`src/rtl/uart_tx_fifo.sv`:
```
// uart_tx_fifo: FIFO-fed UART transmitter with width/parity/stop options.
// Define UART_TX_BREAK_EN to add the send_break line-break request.
module uart_tx_fifo #(
    parameter int CLKS_PER_BIT = 1000,
    parameter int DATA_BITS    = 8,
    parameter int PARITY       = 0,
    parameter int STOP_BITS    = 1,
    parameter int FIFO_DEPTH   = 4
) (
    input  logic                          clk,
    input  logic                          rst_n,
    input  logic [DATA_BITS-1:0]          outgoing,
    input  logic                          flush,
`ifdef UART_TX_BREAK_EN
    input  logic                          send_break,
`endif
    output logic                          full,
    output logic [$clog2(FIFO_DEPTH):0]   level,
    output logic                          overflow,
    output logic                          busy,
    output logic                          serial_tx
);
    localparam int CW = $clog2(CLKS_PER_BIT);
    localparam int AW = $clog2(FIFO_DEPTH);
    localparam int LW = AW + 1;
    localparam int IW = $clog2(DATA_BITS);
`ifdef UART_TX_BREAK_EN
    localparam int FRAME_LEN =
        (1 + DATA_BITS + ((PARITY != 0) ? 1 : 0) + STOP_BITS) * CLKS_PER_BIT;
    localparam int BW = $clog2(FRAME_LEN);
`endif

    typedef enum logic [2:0] {
        S_IDLE,
        S_START,
        S_DATA,
        S_PARITY,
        S_STOP
`ifdef UART_TX_BREAK_EN
        , S_BREAK
`endif
    } state_t;

    state_t               state_q, state_d;
    logic [CW-1:0]        cnt_q, cnt_d;
    logic [IW-1:0]        idx_q, idx_d;
    logic                 stp_q, stp_d;
    logic [DATA_BITS-1:0] shift_q, shift_d;
    logic                 par_q, par_d;
    logic                 tx_q, tx_d;
    logic [AW-1:0]        wr_q, rd_q;
    logic [LW-1:0]        level_q, level_d;
    logic                 ovf_q;
    logic [DATA_BITS-1:0] mem [FIFO_DEPTH];

    logic push, pop, bit_end, last_bit, stop_last;
    logic fifo_ne, full_w, cnt_run, idle_ok, brk_req;

`ifdef UART_TX_BREAK_EN
    logic [BW-1:0] brk_q;
    logic          hold_q;
    logic          brk_done;

    assign brk_req  = send_break;
    assign brk_done = brk_q == BW'(FRAME_LEN - 1);
    // After a break the line idles one full bit period before any START.
    assign idle_ok  = !hold_q || bit_end;
    assign cnt_run  = (state_q == S_IDLE) ? hold_q : (state_q != S_BREAK);
`else
    assign brk_req  = 1'b0;
    assign idle_ok  = 1'b1;
    assign cnt_run  = state_q != S_IDLE;
`endif

    assign full_w    = level_q == LW'(FIFO_DEPTH);
    assign fifo_ne   = level_q != '0;
    assign push      = flush && !full_w;
    assign bit_end   = cnt_q == CW'(CLKS_PER_BIT - 1);
    assign last_bit  = idx_q == IW'(DATA_BITS - 1);
    assign stop_last = (STOP_BITS == 1) || stp_q;

    always_ff @(posedge clk or negedge rst_n) begin
        if (!rst_n) begin
            state_q <= S_IDLE;
        end else begin
            state_q <= state_d;
        end
    end

    always_comb begin
        state_d = state_q;
        pop     = 1'b0;
        unique case (state_q)
            S_IDLE: begin
                if (brk_req) begin
`ifdef UART_TX_BREAK_EN
                    state_d = S_BREAK;
`endif
                end else if (fifo_ne && idle_ok) begin
                    pop     = 1'b1;
                    state_d = S_START;
                end
            end
            S_START: if (bit_end) state_d = S_DATA;
            S_DATA: begin
                if (bit_end && last_bit)
                    state_d = (PARITY != 0) ? S_PARITY : S_STOP;
            end
            S_PARITY: if (bit_end) state_d = S_STOP;
            S_STOP: begin
                if (bit_end && stop_last) begin
                    if (fifo_ne) begin
                        pop     = 1'b1;
                        state_d = S_START;
                    end else begin
                        state_d = S_IDLE;
                    end
                end
            end
`ifdef UART_TX_BREAK_EN
            S_BREAK: if (brk_done && !send_break) state_d = S_IDLE;
`endif
            default: state_d = S_IDLE;
        endcase
    end

    always_comb begin
        tx_d = 1'b1;
        unique case (state_q)
            S_START:  tx_d = 1'b0;
            S_DATA:   tx_d = shift_q[0];
            S_PARITY: tx_d = par_q;
`ifdef UART_TX_BREAK_EN
            S_BREAK:  tx_d = 1'b0;
`endif
            default:  tx_d = 1'b1;
        endcase
    end

    always_comb begin
        cnt_d   = '0;
        idx_d   = idx_q;
        stp_d   = stp_q;
        shift_d = shift_q;
        par_d   = par_q;
        level_d = level_q + LW'(push) - LW'(pop);
        if (cnt_run && !bit_end) cnt_d = cnt_q + CW'(1);
        if (state_q == S_DATA && bit_end)
            idx_d = last_bit ? '0 : idx_q + IW'(1);
        if (state_q == S_STOP && bit_end) stp_d = !stop_last;
        if (pop) begin
            shift_d = mem[rd_q];
            par_d   = (PARITY == 1) ? ~^mem[rd_q] : ^mem[rd_q];
        end else if (state_q == S_DATA && bit_end) begin
            shift_d = shift_q >> 1;
        end
    end

    always_ff @(posedge clk or negedge rst_n) begin
        if (!rst_n) begin
            cnt_q   <= '0;
            idx_q   <= '0;
            stp_q   <= 1'b0;
            shift_q <= '0;
            par_q   <= 1'b0;
            tx_q    <= 1'b1;
            wr_q    <= '0;
            rd_q    <= '0;
            level_q <= '0;
            ovf_q   <= 1'b0;
        end else begin
            cnt_q   <= cnt_d;
            idx_q   <= idx_d;
            stp_q   <= stp_d;
            shift_q <= shift_d;
            par_q   <= par_d;
            tx_q    <= tx_d;
            level_q <= level_d;
            ovf_q   <= flush && full_w;
            if (push) wr_q <= wr_q + AW'(1);
            if (pop)  rd_q <= rd_q + AW'(1);
        end
    end

    always_ff @(posedge clk) begin
        if (push) mem[wr_q] <= outgoing;
    end

`ifdef UART_TX_BREAK_EN
    always_ff @(posedge clk or negedge rst_n) begin
        if (!rst_n) begin
            brk_q  <= '0;
            hold_q <= 1'b0;
        end else begin
            if (state_q != S_BREAK) brk_q <= '0;
            else if (!brk_done)     brk_q <= brk_q + BW'(1);
            if (state_q == S_BREAK && state_d == S_IDLE) hold_q <= 1'b1;
            else if (state_q == S_IDLE && bit_end)       hold_q <= 1'b0;
        end
    end
`endif

    assign full      = full_w;
    assign level     = level_q;
    assign overflow  = ovf_q;
    assign busy      = (state_q != S_IDLE) || fifo_ne;
    assign serial_tx = tx_q;
endmodule

```
`config.mk`:
```
export PLATFORM = sky130hd
export DESIGN_NAME = uart_tx_fifo
export DESIGN_NICKNAME = d
export VERILOG_FILES = /design/src/rtl/uart_tx_fifo.sv
export SDC_FILE = /design/constraint.sdc
export NUM_CORES = 1
export LEC_CHECK = 0
export CORE_ASPECT_RATIO = 0.9
export CORE_MARGIN = 4
export CORE_UTILIZATION = 58
export DETAILED_ROUTE_END_ITERATION = 6
export MAX_ROUTING_LAYER = met4
export PLACE_DENSITY = 0.8
export SLEW_MARGIN = 0
export SYNTH_ARGS = -nofsm -noshare
export SYNTH_HDL_FRONTEND = slang
export SYNTH_SLANG_ARGS = --single-unit
```
`constraint.sdc`:
```
create_clock -name clk -period 3.8 [get_ports clk]
set_clock_uncertainty 0.1 [all_clocks]
set_input_delay 0.76 -clock clk [delete_from_list [all_inputs] [get_ports clk]]
set_output_delay 0.76 -clock clk [all_outputs]
set_load 0.01 [all_outputs]
```
==> impl_metrics.py <==
metrics = {
    "clock_network": {
        "cts_root_buf": "clkbuf_8",
        "cts_tree": "yes",
        "clk_latency_ps": 340,
        "clkTransAtPathRegs_ps": 70,
        "cts.sinks": 66,
        "cts_made_buffers": 9,
        "hold_buffers": 0,
        "cts_resized": 0,
        "h-tree-depth": 3,
        "post-cts-setup-buffer-count": 0,
        "cts_max_path_buffers": 2,
    },
    "die": {
        "pin_count": 18,
        "die_w_um": 83.2,
        "die_h_um": 75.7,
        "rows": 24,
        "start_util_pct": 60.3,
        "core_sq_um": 4890,
        "die-area_sq_um": 6300,
    },
    "final_layout": {
        "finish.utilization_pct": 68.5,
        "fin_cells": 305,
        "final_common_cell": "dfrtp_1",
        "fill_cells": 363,
        "final_nets": 256,
        "layout-drive-gt1-share_pct": 17.5,
        "layout_common_cells": "dfrtp_1, edfxtp_1, nand2_1, clkdlybuf4s50_1, xnor2_1",
        "final_area_sq_um": 3350,
        "antennaDiodeCount": 0,
        "areaGrowthSynthToFinish_pct": 13.5,
    },
    "logic_synthesis": {
        "yosysUniqueCellTypes": 40,
        "syn_avg_cell_area_sq_um": 13.8,
        "syn-cell-area_sq_um": 2950,
        "synth_adder_area_share_pct": 4.49,
        "synth_seq_cells": 66,
        "synth_top_area_share_pct": 32.5,
        "synth_top_area_cell": "edfxtp_1",
        "ys.flop_type": "dfrtp_1",
        "synth_nets": 235,
        "yosys.area_share.simple_pct": 11.3,
        "ys_async_sr_fraction_pct": 51.5,
        "seq_area_frac_synth_pct": 61.4,
        "synthTopCellsByArea": "edfxtp_1, dfrtp_1, mux4_2",
        "synth_compound_area_share_pct": 5.64,
        "muxShareOfSynthArea_pct": 8.90,
        "synth-edff-count": 32,
        "yosysWarnings": 0,
        "synth_cells": 214,
        "synth_top_family_by_area": "simple AND/OR/NAND/NOR gates",
        "synthXorXnorAreaFrac_pct": 5.34,
    },
    "sta": {
        "timing.slew.headroom_pct": 51.5,
        "slew_violations": 0,
        "setup_viol": 0,
        "hold_violations": 0,
        "tightest_slew_ps": 725,
        "hold_ws_ps": 364,
        "grt_setup_unrepaired": "false",
        "max_clock_freq_ghz": 0.364,
        "tns_ps": 0,
        "finalCritPeriodShare_pct": 72.4,
        "post-route-min-period_ps": 2750,
    },
    "power_and_ir_drop": {
        "seqPwrFrac_pct": 46.1,
        "leakagePower_nw": 1.32,
        "power.density_nw_per_um2": 714,
        "vdd_drop_max_mv": 0.527,
        "combinationalPowerShare_pct": 31.4,
        "clock_power_share_pct": 22.5,
        "p_switching_mw": 0.790,
        "p_int_mw": 1.60,
        "p_sw_share_pct": 33.0,
    },
    "hold_path": {
        "min_to": "cnt_q[0]",
        "hold_class": "reg -> reg",
        "hp-start": "cnt_q[0]",
        "hold_depth": 1,
    },
    "detailed_routing": {
        "drtAntennaViolNets": 0,
        "wl_per_cell_um": 14.7,
        "drc": 0,
        "first_pass_iters": 4,
        "vias": 1606,
        "wirelength_um": 4500,
        "drt_iter0_markers": 86,
        "vias_per_cell": 5.27,
    },
    "global_routing": {
        "grt_start_max_net_pins": 20,
        "track_usage_pct": 17.3,
        "grt_pass1_vias": 1670,
        "grt_overflow": 0,
        "antenna_found_initial": 0,
        "grt_pass1_wl_um": 8010,
    },
    "worst_setup_path": {
        "rr_worst_depth": 11,
        "crit_path_end_kind": "register",
        "r2r_end": "level[2]",
        "crit_type": "reg -> reg",
        "startpoint_type": "register",
        "crit_path_max_fanout": 7,
        "critPathArrivalTime_ps": 2870,
        "required_ps": 3920,
        "r2r_setup_slack_ps": 1050,
        "rr_startpoint": "cnt_q[0]",
    },
    "place": {
        "place_inst": 289,
        "io_buffers": 17,
        "gp_congestion": 0.714,
        "hpwlAfterDp_um": 3190,
        "placed_area_sq_um": 3170,
    },
    "job": {
        "maxCapViolCount": 0,
    },
    "outcome": {
        "status": "finished, final reports clean",
    },
}
==> layer usage <==
metal,global-route usage (%),wire (um),vias to the layer above
li1,-,-,805
met3,5.73,177,5
met2,27.5,2140,26
met4,5.44,57,0
met5,-,0,-
met1,21.6,2130,770
==> critical path, cell delays in order, from the launching register on <==
cell and delay [ps]:
dfrtp_1 370, ha_1 210, nand2_1 80, or4_4 560, a21oi_4 200, ha_1 240
inv_1 50, ha_1 120, inv_1 50, fa_1 380, xnor2_1 150, xnor2_1 120
==> cells by family (layout without fill, tap and decap cells) <==
| group | Yosys count | count (layout) |
|---|---|---|
| and+or+nand+nor | 62 | 62 |
| muxes | 16 | 16 |
| adders and majority gates | 10 | 10 |
| buffers and inverters | 18 | 44 |
| xor gates and xnor gates | 18 | 18 |
| DFF | 66 | 66 |
| AOI/OAI and AO/OA | 24 | 24 |
==> state kept, by name (all words and copies together) (netlist names) <==
register and count:
mem 32, cnt_q 10, shift_q 8, idx_q 3, level 3, state_q 3
rd_q 2, wr_q 2, overflow 1, par_q 1, serial_tx 1
==> worst max path at each step <==
stage / startpoint / to / slack, ps / cells after the start
6_report: cnt_q[0] / level[2] / 1050 / 11
5_1_grt: cnt_q[0] / level[2] / 870 / 11
4_1_cts: cnt_q[0] / level[2] / 1040 / 11
3_5_place_dp: flush / level[2] / 830 / 10
3_3_place_gp: flush / level[2] / 900 / 10
2_1_floorplan: cnt_q[0] / level[2] / 820 / 13
==> metrics by stage <==
stage	total power [mW]	setup WS, ps
after global placement	1.86	902
final	2.39	1050
after floorplan	1.68	820
after global routing	2.58	872
after detailed placement	1.89	831
after CTS	2.43	1040
==> power groups by stage <==
stage | sequential [mW] | clock, mW | combinational [mW]
3_3_place_gp | 1.11 | 0 | 0.743
4_1_cts | 1.11 | 0.556 | 0.768
6_report | 1.10 | 0.538 | 0.752
5_1_grt | 1.14 | 0.596 | 0.845
3_5_place_dp | 1.12 | 0 | 0.765
2_1_floorplan | 1.05 | 0 | 0.630
==> layout make-up <==
type,count,area [sq um],area share (%)
clock inverters,7,61.3,1.83
flip-flops and latches,66,1810,54.1
multi-input cells,130,1050,31.4
clock buffers,9,124,3.70
inverters,9,33.8,1.01
repair buffers,19,185,5.53
well taps,65,81.3,2.43
==> synthesized netlist by cell type (2+ instances only) <==
| cell | instances |
|---|---|
| xnor2_1 | 15 |
| o21ai_0 | 7 |
| mux4_2 | 8 |
| edfxtp_1 | 32 |
| nor2_1 | 14 |
| nor4_1 | 2 |
| mux2i_1 | 6 |
| ha_1 | 9 |
| inv_1 | 9 |
| or3_2 | 2 |
| and3_1 | 8 |
| nand2_1 | 17 |
| buf_6 | 2 |
| xor2_1 | 3 |
| mux2_2 | 2 |
| nor3_1 | 3 |
| clkbuf_1 | 5 |
| a21oi_1 | 6 |
| dfrtp_1 | 33 |
| nand2b_1 | 5 |
| o21ai_2 | 6 |
| nand3_1 | 2 |
(Power assumes the default switching activity.)
